[src/rtl/mem_port_arbiter.sv]
// Arbiter sharing one cache port between instruction fetch (I) and load/store (D).
// Registers the cache-side request, returns DONE/RDATA to the owner, and runs a watchdog.
module mem_port_arbiter #(
    parameter int ADDR_W  = 32,
    parameter int DATA_W  = 32,
    parameter int RR_EN   = 1,
    parameter int TIMEOUT = 255
) (
    input  logic              CLK,
    input  logic              RST,
    input  logic              I_REQ,
    input  logic [ADDR_W-1:0] I_ADDR,
    output logic              I_DONE,
    input  logic              D_REQ,
    input  logic              D_WE,
    input  logic [ADDR_W-1:0] D_ADDR,
    input  logic [DATA_W-1:0] D_WDATA,
    input  logic [3:0]        D_BE,
    output logic              D_DONE,
    output logic [DATA_W-1:0] RDATA,
    output logic              C_REQ,
    output logic              C_WE,
    output logic [ADDR_W-1:0] C_ADDR,
    output logic [DATA_W-1:0] C_WDATA,
    output logic [3:0]        C_BE,
    input  logic              Cache_RDY,
    input  logic              Cache_VALID,
    input  logic [DATA_W-1:0] C_RDATA,
    output logic              OWNER,
    output logic              ERR
);

    typedef enum logic [1:0] {
        IDLE = 2'd0,
        BUSY = 2'd1,
        DONE = 2'd2
    } state_t;

    localparam logic [31:0] TIMEOUT_C = 32'(TIMEOUT);

    state_t      state_r;
    logic        last_grant_r;
    logic [31:0] wdog_cnt_r;
    logic        grant_d_s;

    // Grant decision: D wins when alone, on a round-robin tie after I, or always in fixed priority.
    always_comb begin
        grant_d_s = 1'b0;
        if (I_REQ && D_REQ) begin
            if (RR_EN != 0) begin
                grant_d_s = ~last_grant_r;
            end else begin
                grant_d_s = 1'b1;
            end
        end else if (D_REQ) begin
            grant_d_s = 1'b1;
        end else begin
            grant_d_s = 1'b0;
        end
    end

    // Transaction FSM with all outputs registered.
    always_ff @(posedge CLK) begin
        if (RST) begin
            state_r      <= IDLE;
            last_grant_r <= 1'b0;
            wdog_cnt_r   <= 32'd0;
            I_DONE       <= 1'b0;
            D_DONE       <= 1'b0;
            RDATA        <= {DATA_W{1'b0}};
            C_REQ        <= 1'b0;
            C_WE         <= 1'b0;
            C_ADDR       <= {ADDR_W{1'b0}};
            C_WDATA      <= {DATA_W{1'b0}};
            C_BE         <= 4'b0000;
            OWNER        <= 1'b0;
            ERR          <= 1'b0;
        end else begin
            case (state_r)
                IDLE: begin
                    I_DONE <= 1'b0;
                    D_DONE <= 1'b0;
                    if (I_REQ || D_REQ) begin
                        OWNER      <= grant_d_s;
                        C_REQ      <= 1'b1;
                        wdog_cnt_r <= 32'd0;
                        state_r    <= BUSY;
                        if (grant_d_s) begin
                            C_WE    <= D_WE;
                            C_ADDR  <= D_ADDR;
                            C_WDATA <= D_WDATA;
                            C_BE    <= D_BE;
                        end else begin
                            C_WE    <= 1'b0;
                            C_ADDR  <= I_ADDR;
                            C_WDATA <= {DATA_W{1'b0}};
                            C_BE    <= 4'b1111;
                        end
                    end else begin
                        C_REQ <= 1'b0;
                    end
                end
                BUSY: begin
                    if (Cache_RDY) begin
                        // A read completing without valid data still finishes, but is flagged.
                        if (!C_WE) begin
                            if (Cache_VALID) begin
                                RDATA <= C_RDATA;
                            end else begin
                                ERR <= 1'b1;
                            end
                        end
                        C_REQ        <= 1'b0;
                        last_grant_r <= OWNER;
                        wdog_cnt_r   <= 32'd0;
                        I_DONE       <= ~OWNER;
                        D_DONE       <= OWNER;
                        state_r      <= DONE;
                    end else begin
                        if (wdog_cnt_r < TIMEOUT_C) begin
                            wdog_cnt_r <= wdog_cnt_r + 32'd1;
                        end
                        if ((TIMEOUT_C != 32'd0) && ((wdog_cnt_r + 32'd1) >= TIMEOUT_C)) begin
                            ERR <= 1'b1;
                        end
                    end
                end
                DONE: begin
                    I_DONE  <= 1'b0;
                    D_DONE  <= 1'b0;
                    C_REQ   <= 1'b0;
                    state_r <= IDLE;
                end
                default: begin
                    I_DONE  <= 1'b0;
                    D_DONE  <= 1'b0;
                    C_REQ   <= 1'b0;
                    state_r <= IDLE;
                end
            endcase
        end
    end

endmodule

[config.mk]
export PLATFORM = sky130hd
export DESIGN_NAME = mem_port_arbiter
export DESIGN_NICKNAME = d
export VERILOG_FILES = /design/src/rtl/mem_port_arbiter.sv
export SDC_FILE = /design/constraint.sdc
export NUM_CORES = 1
export LEC_CHECK = 0
export ABC_AREA = 1
export CAP_MARGIN = 10
export CORE_MARGIN = 2
export CORE_UTILIZATION = 45
export CTS_CLUSTER_SIZE = 30
export DETAILED_ROUTE_END_ITERATION = 12
export HOLD_SLACK_MARGIN = 0.1
export PLACE_DENSITY = 0.83
export SLEW_MARGIN = 40
export SYNTH_ARGS = -nofsm -noshare
export SYNTH_HDL_FRONTEND = slang
export SYNTH_SLANG_ARGS = --single-unit
[constraint.sdc]
create_clock -name CLK -period 5.45 [get_ports CLK]
set_input_delay 0.545 -clock CLK [delete_from_list [all_inputs] [get_ports CLK]]
set_output_delay 0.545 -clock CLK [all_outputs]
set_load 0.005 [all_outputs]
Word-level counts from Yosys, hierarchy flattened. Index checks and enable logic that the tools add are counted.

Bits in registers: 141. Bits of input ports: 139. Output and inout bits: 106. Word-level logic and storage cells: 58.

Add/sub/neg operators: 1. Magnitude comparators: 2. Eq/ne operators: 6. Multiplexer cells: 20. Bitwise operators: 4. Reductions and logical operators: 12.

Operator list (number): 32-bit two-way mux (5); 32-bit case mux with 2 select lines (1); 32-bit by 1-bit adder with 32-bit output (second input constant) (1); 32-bit by 8-bit greater-or-equal comparator with 1-bit output (second input constant) (1); 32-bit by 8-bit < comparator with 1-bit output (second input constant) (1); 1-bit two-way mux (9); 2-bit inequality test (second input constant) (4); 4-bit AND reduction (2); 2-bit AND reduction (3); 2-bit two-way mux (2); 4-bit two-way mux (1); 1-bit NOT (4); 2-bit case mux with 2 select lines (1); 2-bit nonzero test (2); 3-bit inequality test (second input constant) (1); 3-bit AND reduction (1); 2-bit by 1-bit equality test with 1-bit output (second input constant) (1); 2-bit zero test (1); 1-bit case mux with 2 select lines (1); 2-bit OR reduction (1); 1-bit logical AND (1); 1-bit logical OR (1).

Longest topological paths before layout.
Depth in word-level cells: 4. Depth in mapped cells: 16. Mapped depth without buffers: 16.

Worst setup path after synthesis. No wires, ideal clock.

Path type: register to register. Start: register wdog_cnt_r[0]. End: register ERR. Setup time: 132 ps. Arrival: 1683 ps. Required time: 5318 ps. Path slack: 3635 ps. Cell stages (with the launch flop): 17. Clock period less this slack: 1815 ps. Cells stage by stage: dfxtp_1 > ha_1 > inv_1 > nor2_4 > nand2_1 > nor2_2 > nand2_1 > nand2_1 > nand2_1 > inv_1 > nand2_1 > nor2_1 > nand3_1 > nor2_1 > nand2_1 > nand2_1 > a21oi_1.

Cells in the longest elaborated chain, start to end: 4.

RTL lines: from (decl) (line 43) `logic [31:0] wdog_cnt_r;`; from (signal assigned) (line 121) `wdog_cnt_r <= wdog_cnt_r + 32'd1;`; 32-bit by 1-bit adder with 32-bit output (line 123) `if ((TIMEOUT_C != 32'd0) && ((wdog_cnt_r + 32'd1) >= TIMEOUT_C)) begin`; 32-bit by 8-bit greater-or-equal comparator with 1-bit output (line 123); 2-bit nonzero test (no line); 4-bit AND reduction (no line); to (signal assigned) (line 77) `ERR <= 1'b0;`; to (signal assigned) (line 110) `ERR <= 1'b1;`; to (signal assigned) (line 124) `ERR <= 1'b1;`; to (decl) (line 30) `output logic ERR`.

No other way between the ends. A chain may end at the register's enable or synchronous reset.

Worst setup path after layout.
Start: input I_REQ. End: register C_WDATA[6].

Cells in the longest elaborated chain, start to end: 3. Elaborated cells on any way between the ends: 5.

RTL lines: from (decl) (line 11) `input logic I_REQ,`; 1-bit logical AND (line 49) `if (I_REQ && D_REQ) begin`; 1-bit two-way mux (line 49); 32-bit two-way mux (line 88) `if (grant_d_s) begin`; to (signal assigned) (line 74) `C_WDATA <= {DATA_W{1'b0}};`; to (signal assigned) (line 96) `C_WDATA <= {DATA_W{1'b0}};`; to (decl) (line 24) `output logic [DATA_W-1:0] C_WDATA,`.

Parallel ways exist; a longest one is shown, timed or not.

==> flow_metrics.py <==
metrics = {
    "setup_path": {
        "cp_slowest_cell": "clkdlybuf4s50_1",
        "rrSetupSlack_ns": 3.17,
        "cp-start-kind": "input pin",
        "arrival_ns": 2.77,
        "worst_path_largest_cell_delay_ns": 0.50,
        "crit_fanout": 36,
        "rr_worst_depth": 10,
        "critPathCaptureType": "flop",
        "r2r-end": "wdog_cnt_r[0]$_SDFFE_PP0P_",
        "cp_data_required_time_ns": 5.80,
        "reg2reg_from": "wdog_cnt_r[0]$_SDFFE_PP0P_",
        "crit_type": "in -> reg",
        "cp_cell_sequence": "clkdlybuf4s50_1 -> nor2_1 -> nor2_1 -> nand2_1 -> buf_4 -> nor2_2 -> buf_4 -> nand2_1 -> a21oi_1",
    },
    "synth": {
        "ys_warn_count": 0,
        "avgSynthCellArea_um2": 7.15,
        "syn_nets": 1001,
        "ys_types": 28,
        "postSynth.asyncResetShare_pct": 0,
        "ys.flop_type": "dfxtp_1",
        "ys_ff_latch": 141,
        "yosysSeqAreaShare_pct": 45.9,
        "synthesis.area_um2": 6150,
        "postSynthCellCount": 860,
        "synth_edf_count": 0,
    },
    "clocking": {
        "cts_tree": "built",
        "holdBufCountCts": 0,
        "cts_buffers": 17,
        "clockBufferDepth": 2,
        "cts_sinks": 141,
        "clkLatencyLatePin_ns": 0.42,
        "cts-root-buf": "clkbuf_16",
        "cts-resized-gates": 0,
        "clk_pin_slew_ns": 0.06,
        "cts_setup_buffers": 0,
        "cts.htree.levels": 4,
    },
    "floorplan": {
        "placeableCoreArea_um2": 13300,
        "die_w_um": 121,
        "die_y_um": 121,
        "start_util_pct": 46.2,
        "fp.dieArea_um2": 14600,
        "rows": 42,
        "io_pins": 245,
    },
    "detailed_routing": {
        "drc": 0,
        "vias_per_cell": 5.10,
        "routed_wl_um": 20900,
        "num_vias": 6519,
        "firstDrtPassIters": 6,
        "ant_nets": 0,
        "post_drt_wl_per_cell_um": 16.4,
        "first_iter_violations": 453,
    },
    "placement": {
        "io_buffers": 244,
        "gp_congestion": 0.927,
        "placed_cell_area_um2": 8690,
        "place_inst": 1246,
        "preCtsSetupSlack_ns": 2.59,
        "dpl.hpwl_um": 15200,
    },
    "global_route": {
        "grt_remaining_overflow": 0,
        "grt_pass1_vias": 6553,
        "grt_pass1_wl_um": 33100,
        "antenna_found_initial": 0,
        "grt_max_degree": 69,
        "track_usage_pct": 29.0,
    },
    "timing": {
        "finalCriticalPeriod_ns": 2.43,
        "setup_viol": 0,
        "setup_slack_ns": 3.02,
        "finalHoldViolations": 0,
        "drv_slew": 0,
        "worstMarginPinSlew_ns": 0.660,
        "clock.fmax_ghz": 0.412,
        "slew_headroom_pct": 55.7,
        "rsz0062_at_grt": "no",
        "clock_skew_ns": 0.00803,
        "totalNegativeSetupSlack_ns": 0,
        "fin_crit_sh_pct": 44.5,
    },
    "final_layout": {
        "postLayoutCellArea_um2": 9300,
        "layout-drive-gt1-share_pct": 7.35,
        "layout_common_cells": "nand2_1 (257), clkdlybuf4s50_1 (243), dfxtp_1 (141), nor2_1 (125), o21ai_0 (67)",
        "diodes": 0,
        "nNetsFinal": 1231,
        "instances_no_fill": 1278,
        "fillerInstances": 1070,
        "layout_commonest_cell": "nand2_1",
        "syn2layout_area_growth_pct": 51.2,
    },
    "worst_hold_path": {
        "hold_path_depth": 2,
        "hold_end": "ERR$_SDFFE_PP0P_",
        "hold_start": "ERR$_SDFFE_PP0P_",
        "hp-class": "reg -> reg",
    },
    "flow_run": {
        "drv_cap": 0,
    },
    "power": {
        "p_total_uw": 2670,
        "power.density_nw_per_um2": 288,
        "cellLeakagePower_uw": 0.00352,
        "ir_worst_vdd_mv": 0.253,
    },
    "run_status": {
        "outcome": "completed",
    },
}
per-layer routing:
| metal | global-route usage (%) | wire length [um] | share of wire (%) | vias up |
|---|---|---|---|---|
| met4 | 10.9 | 587 | 2.8 | 0 |
| met1 | 31.8 | 7970 | 38 | 2986 |
| met2 | 50.9 | 10600 | 51 | 230 |
| li1 | - | - | - | 3259 |
| met5 | 0 | 0 | 0 | - |
| met3 | 10.7 | 1780 | 8.5 | 44 |
power breakdown:
| group | internal (uW) | total (uW) | switching, uW | leakage, uW |
|---|---|---|---|---|
| registers | 1090 | 1120 | 32.2 | 0.00115 |
| clock network | 711 | 1150 | 437 | 0.000284 |
| logic | 227 | 402 | 175 | 0.00208 |
| total | 2030 | 2670 | 645 | 0.00352 |
through the flow:
step                utilization [%]  hold WS, ns
detailed placement             65.4        0.452
CTS                            69.8        0.462
floorplan                         -        0.439
finish                         69.9        0.457
global placement               65.4        0.437
global route                   69.9        0.479
layout make-up:
| class | count | area (um2) | area share [%] |
|---|---|---|---|
| clock buffers | 23 | 478 | 5.14 |
| clock inverters | 8 | 108 | 1.16 |
| inverters | 50 | 191 | 2.06 |
| multi-input cells | 627 | 2960 | 31.8 |
| flip-flops and latches | 141 | 2820 | 30.4 |
| well taps | 176 | 220 | 2.37 |
| repair buffers | 253 | 2520 | 27.1 |
synth_stat cells (all sizes together) (3+ instances only):
cell type  count  area share (%)
buf            9            0.88
dfxtp        141              46
nand2        260              16
nor3          26             3.7
nand3         24             2.0
xor2          10             1.4
nor4           3            0.31
o221a          4            0.73
nand4         11             1.1
a21oi         49             4.1
a31oi         32             3.3
xnor2          3            0.43
o21ai         67             5.5
nor2         134             8.8
inv           49             3.0
clkbuf        33             2.0
registers in the layout, summed over array words and instances, names as in the netlist:
| name | cells |
|---|---|
| D_DONE | 1 |
| I_DONE | 1 |
| wdog_cnt_r | 32 |
| C_BE | 4 |
| C_WDATA | 32 |
| state_r | 2 |
| last_grant_r | 1 |
| C_WE | 1 |
| ERR | 1 |
| C_REQ | 1 |
| C_ADDR | 32 |
| RDATA | 32 |
| OWNER | 1 |
worst max-delay path by stage:
stage | start | slack (ns) | end
after floorplan | wdog_cnt_r[0]$_SDFFE_PP0P_ | 3.64 | ERR$_SDFFE_PP0P_
after global placement | Cache_RDY | 2.63 | RDATA[3]$_SDFFE_PP0P_
after detailed placement | D_REQ | 2.59 | C_WDATA[6]$_SDFFE_PP0P_
after CTS | D_REQ | 3.00 | C_WDATA[6]$_SDFFE_PP0P_
after global routing | wdog_cnt_r[0]$_SDFFE_PP0P_ | 2.84 | wdog_cnt_r[0]$_SDFFE_PP0P_
final | I_REQ | 3.02 | C_WDATA[6]$_SDFFE_PP0P_
critical path, delay by kind of cell:
kind / cells / cell delay (ns)
buffers and inverters: 3 / 1.13
and+or+nand+nor: 5 / 0.94
AOI/OAI and AO/OA: 1 / 0.15
logic make-up (layout without fill, tap and decap cells):
kind of cell    Yosys count  after routing  synth area share (%)
compound gates          154            154                  13.9
xor+xnor                 13             13                  1.85
fa+ha+maj                 2              2                 0.407
buf+inv                  92            334                  6.00
flops                   141            141                  45.9
simple gates            458            458                  31.9
No activity file was read; power rests on OpenSTA's default activity.
